## config.mk

```make
export PLATFORM = sky130hd
export DESIGN_NAME = hazard_ctrl
export DESIGN_NICKNAME = d
export VERILOG_FILES = /design/src/rtl/hazard_pkg.sv /design/src/rtl/sat_counter.sv /design/src/rtl/hazard_ctrl.sv
export SDC_FILE = /design/constraint.sdc
export NUM_CORES = 1
export LEC_CHECK = 0
export CAP_MARGIN = 20
export CORE_UTILIZATION = 50
export DETAILED_ROUTE_END_ITERATION = 8
export GPL_TIMING_DRIVEN = 0
export PLACE_DENSITY = 0.8
export SYNTH_ARGS = -nofsm -noshare
export SYNTH_HDL_FRONTEND = slang
export SYNTH_SLANG_ARGS = --single-unit
```

## constraint.sdc

```tcl
create_clock -name clock -period 2.55 [get_ports clock]
set_clock_uncertainty 0.2 [all_clocks]
set_input_delay 0.3825 -clock clock [delete_from_list [all_inputs] [get_ports clock]]
set_output_delay 0.3825 -clock clock [all_outputs]
set_load 0.005 [all_outputs]
```

## src/rtl/hazard_pkg.sv

```systemverilog
// Shared types and sizing for the pipeline hazard responder.
package hazard_pkg;
  typedef enum logic {RUN = 1'b0, MD_WAIT = 1'b1} state_e;

  localparam int CNT_W_DEF      = 16;
  localparam int MD_TIMEOUT_DEF = 40;
  localparam int TMR_W_DEF      = $clog2(MD_TIMEOUT_DEF);

  // Guards the degenerate timeout values that would give a zero-width timer.
  function automatic int tmr_width(input int timeout);
    return (timeout > 2) ? $clog2(timeout) : 1;
  endfunction
endpackage

```

## src/rtl/sat_counter.sv

```systemverilog
// Saturating up-counter with synchronous clear; clear beats increment.
module sat_counter #(
  parameter int W = 16
) (
  input  logic         clock,
  input  logic         reset,
  input  logic         inc,
  input  logic         clr,
  output logic [W-1:0] q
);
  logic [W-1:0] cnt_q, cnt_d;

  always_comb begin
    cnt_d = cnt_q;
    if (clr)                    cnt_d = '0;
    else if (inc && !(&cnt_q))  cnt_d = cnt_q + W'(1);
  end

  always_ff @(posedge clock or negedge reset) begin
    if (!reset) cnt_q <= '0;
    else        cnt_q <= cnt_d;
  end

  assign q = cnt_q;
endmodule

```

## src/rtl/hazard_ctrl.sv

```systemverilog
// Hazard responder: drives PC/F-D/D-X/X-M enables and squashes from load-use,
// branch-taken and mult/div handshakes; keeps debug stall/flush counters.
module hazard_ctrl import hazard_pkg::*; #(
  parameter int MD_TIMEOUT = MD_TIMEOUT_DEF,
  parameter int CNT_W      = CNT_W_DEF
) (
  input  logic             clock,
  input  logic             reset,
  input  logic             stall1,
  input  logic             stall2,
  input  logic             br_taken,
  input  logic             md_start,
  input  logic             md_ready,
  input  logic             cnt_clr,
  output logic             pc_en,
  output logic             fd_en,
  output logic             fd_flush,
  output logic             dx_en,
  output logic             dx_bubble,
  output logic             xm_bubble,
  output logic             md_busy,
  output logic             md_err,
  output logic [CNT_W-1:0] stall_cnt,
  output logic [CNT_W-1:0] flush_cnt
);
  localparam int               TMR_W    = tmr_width(MD_TIMEOUT);
  localparam logic [TMR_W-1:0] TMR_LAST = TMR_W'(MD_TIMEOUT - 1);

  state_e           state_q, state_d;
  logic [TMR_W-1:0] tmr_q, tmr_d;
  logic             flush_acc;

  always_comb begin
    state_d   = state_q;
    tmr_d     = tmr_q;
    pc_en     = 1'b1;
    fd_en     = 1'b1;
    fd_flush  = 1'b0;
    dx_en     = 1'b1;
    dx_bubble = 1'b0;
    xm_bubble = 1'b0;
    md_busy   = 1'b0;
    md_err    = 1'b0;
    flush_acc = 1'b0;
    unique case (state_q)
      RUN: begin
        // stall2 outranks md_start so a held mult/div re-issues next cycle
        if (stall2 || md_start) begin
          pc_en     = 1'b0;
          fd_en     = 1'b0;
          dx_en     = 1'b0;
          xm_bubble = 1'b1;
          if (!stall2) begin
            state_d = MD_WAIT;
            tmr_d   = '0;
          end
        end else if (br_taken) begin
          fd_flush  = 1'b1;
          dx_bubble = 1'b1;
          flush_acc = 1'b1;
        end else if (stall1) begin
          pc_en     = 1'b0;
          fd_en     = 1'b0;
          dx_bubble = 1'b1;
        end
      end
      MD_WAIT: begin
        tmr_d = tmr_q + TMR_W'(1);
        if (md_ready) begin
          state_d = RUN;
        end else begin
          pc_en     = 1'b0;
          fd_en     = 1'b0;
          dx_en     = 1'b0;
          xm_bubble = 1'b1;
          md_busy   = 1'b1;
          // Timeout drops the stuck instruction instead of letting it retire.
          if (tmr_q == TMR_LAST) begin
            md_err    = 1'b1;
            dx_bubble = 1'b1;
            state_d   = RUN;
          end
        end
      end
      default: state_d = RUN;
    endcase
  end

  always_ff @(posedge clock or negedge reset) begin
    if (!reset) begin
      state_q <= RUN;
      tmr_q   <= '0;
    end else begin
      state_q <= state_d;
      tmr_q   <= tmr_d;
    end
  end

  sat_counter #(.W(CNT_W)) u_stall_cnt (
    .clock (clock),
    .reset (reset),
    .inc   (~pc_en),
    .clr   (cnt_clr),
    .q     (stall_cnt)
  );

  sat_counter #(.W(CNT_W)) u_flush_cnt (
    .clock (clock),
    .reset (reset),
    .inc   (flush_acc),
    .clr   (cnt_clr),
    .q     (flush_cnt)
  );
endmodule

```

==> impl_metrics.tcl <==
set metrics [dict create \
    status "finished, violations left" \
    violations "negative hold slack" \
    firstDrtPassIters 4 \
    worstSkewPairLatency_ps 290 \
    crit_type "reg2out" \
    num_rows 23 \
    cts_buffers 5 \
    ys_ff_latch 39 \
    place_congestion 0.9134 \
    yosysSeqAreaShare 0.4702 \
    synth_most_common_cell "dfrtp_1" \
    die_h_microns 66.43 \
    synth.distinct_cells 42 \
    viasPerCell 5.823 \
    cp-startpoint "state_q" \
    syn_area_per_cell_sq_um 9.308 \
    dieWidth_microns 66.43 \
    drtIter0Drc 85 \
    synth_common_cells "dfrtp_1, nor2_1, nand2_1, o21ai_0" \
    crit_buf_inv 4 \
    grt_usage 0.2391 \
    finalNetCount 293 \
    p_leak_nw 1.098 \
    dp_hpwl_microns 3319 \
    grt_pass1_vias 1717 \
    utilization 0.6941 \
    worstPathArrival_ps 1900 \
    ctsLongestPathBuffers 2 \
    grt_pass1_wl_microns 7921 \
    min_path_type "in2async" \
    netlist_area_sq_mm 0.002076 \
    final-setup-viol-count 0 \
    dp_cells 319 \
    htree_levels 2 \
    dieArea_sq_mm 0.004413 \
    coreArea_sq_mm 0.004000 \
    cts_hold_buf 0 \
    n_antenna_cell 0 \
    antenna_found_initial 0 \
    tightest_slew_ps 848.2 \
    maxCapViolCount 0 \
    yosys-top-cells-area "dfrtp_1, xnor2_1, nor2_1, nand4_1, nand2_1" \
    syn_to_final_growth_pct 33.76 \
    ios 48 \
    io_buffers 46 \
    synth_largest_area_cell "dfrtp_1" \
    drv_slew 0 \
    peakVddDrop_mv 0.3652 \
    crit_chain "buf_4 > a22oi_2 > inv_1 > buf_4 > clkdlybuf4s50_1" \
    fin_cells 333 \
    path_common_cell "buf_4" \
    drc 0 \
    critPathCaptureType "output pin" \
    fin_crit_sh 0.9737 \
    synth_edf_count 0 \
    via_count 1939 \
    async_flop_share 1.000 \
    cts_sinks 39 \
    synth_top_area_frac 0.4702 \
    relSlewSlack 0.4345 \
    grt_max_degree 40 \
    synthCells 223 \
    fill_cells 322 \
    synth_ff_type "dfrtp_1" \
    ant_nets 0 \
    period_minus_slack_ps 2483 \
    fmaxAchievable_mhz 402.7 \
    holdWs_ps -8.339 \
    yosysWarnings 0 \
    worstPathRequired_ps 1970 \
    cts_root_buf "clkbuf_8" \
    grt-ovfl-total 0 \
    wl_per_cell_microns 14.71 \
    drive_above_1_share 0.09187 \
    p_per_area_mw_per_mm2 482.0 \
    totalWireLength_microns 4900 \
    crit_path_max_incr_delay_ps 430 \
    crit_slowest_cell "dfrtp_1" \
    rr_startpoint "state_q" \
    critPathLaunchType "register" \
    hold_viol 8 \
    path_clk_slew_ps 70 \
    synth_fp_nets 234 \
    cts_tree "yes" \
    critPathMaxFanout 10 \
    initial_core_util 0.5189 \
    critPathTopFamily "buffers and inverters" \
]
path summary, 6_finish.rpt:
path	to	slack [ps]	cells past startpoint
setup reg to reg	u_flush_cnt.q[7]	210	6
setup / recovery	pc_en	70	5
hold / removal	u_stall_cnt.q[8]	-8	1
min in group clock	u_flush_cnt.q[15]	250	2
max in group asynchronous	u_stall_cnt.q[5]	1620	1
hold reg to reg	tmr_q[5]	290	1
layout by cell type (no fill, tap or decap), types with 4 or more instances in the layout:
cell type / n
nor2_1: 25
nand2_1: 19
nand3_1: 12
dfrtp_1: 39
nand4_1: 12
xor2_1: 7
or3_1: 8
clkbuf_8: 7
a21oi_1: 9
xnor2_1: 12
clkdlybuf4s50_1: 42
o21ai_0: 13
inv_1: 6
clkbuf_1: 6
buf_4: 8
nor4_1: 4
worst register-to-register path, cell delays in order, from the launching register on:
cell	delay, ps
dfrtp_1	430
or4b_4	570
buf_4	170
clkbuf_1	240
nor4_1	390
xnor2_1	160
nor2_1	50
power breakdown:
part,total [mW],leakage [nW],switching [mW],internal (mW)
logic,0.188,0.508,0.0945,0.0938
registers,0.694,0.538,0.0411,0.653
clock network,0.456,0.0515,0.209,0.247
total,1.34,1.10,0.345,0.993
logic make-up after synthesis:
group | after synthesis | synth area share
AO/OA/AOI/OAI | 38 | 0.1157
XOR/XNOR | 19 | 0.08017
adder cells (fa/ha/maj) | 3 | 0.01809
buffers and inverters | 15 | 0.02893
flip-flops | 39 | 0.4702
multiplexers | 3 | 0.01447
AND/OR/NAND/NOR | 106 | 0.2725
repair_timing:
| item | in CTS | in global routing |
|---|---|---|
| setup endpoints to repair | 4 | 11 |
| setup buffers | 1 | 5 |
| pin swaps | 1 | 1 |
| gates resized for setup | 3 | 10 |
| endpoints found under the hold margin | 0 | 0 |
area by class of cell:
| cell class | instances | area (sq um) | share of cell area |
|---|---|---|---|
| multi-input cells | 169 | 1066 | 0.3840 |
| flip-flops and latches | 39 | 975.9 | 0.3515 |
| repair buffers | 52 | 508.0 | 0.1830 |
| clock buffers | 8 | 100.1 | 0.03605 |
| well taps | 50 | 62.56 | 0.02253 |
| plain buffers | 8 | 37.54 | 0.01352 |
| inverters | 7 | 26.28 | 0.009464 |
metal layers:
layer	GRT usage	up-vias	routed length [microns]
met5	0	-	0
met4	0.06915	0	47
met3	0.06034	5	263
met2	0.3839	67	2429
met1	0.3179	940	2159
li1	-	927	-
state kept, by name, indices dropped and copies added (netlist names):
register       flops
u_stall_cnt.q     16
state_q            1
u_flush_cnt.q     16
tmr_q              6
stage by stage:
stage | instance area, sq um | total power, mW | setup slack [ps] | TNS [ps]
global route | 2776 | 1.403 | -13.21 | -13.21
detailed placement | 2594 | 0.8733 | -146.4 | -494.2
finish | 2776 | 1.338 | 66.99 | 0
global placement | 2599 | 0.8679 | -128.7 | -687.8
floorplan | 2076 | 0.7853 | 503.8 | 0
CTS | 2708 | 1.326 | -65.21 | -65.21
Power figures use the tool's default switching activity.
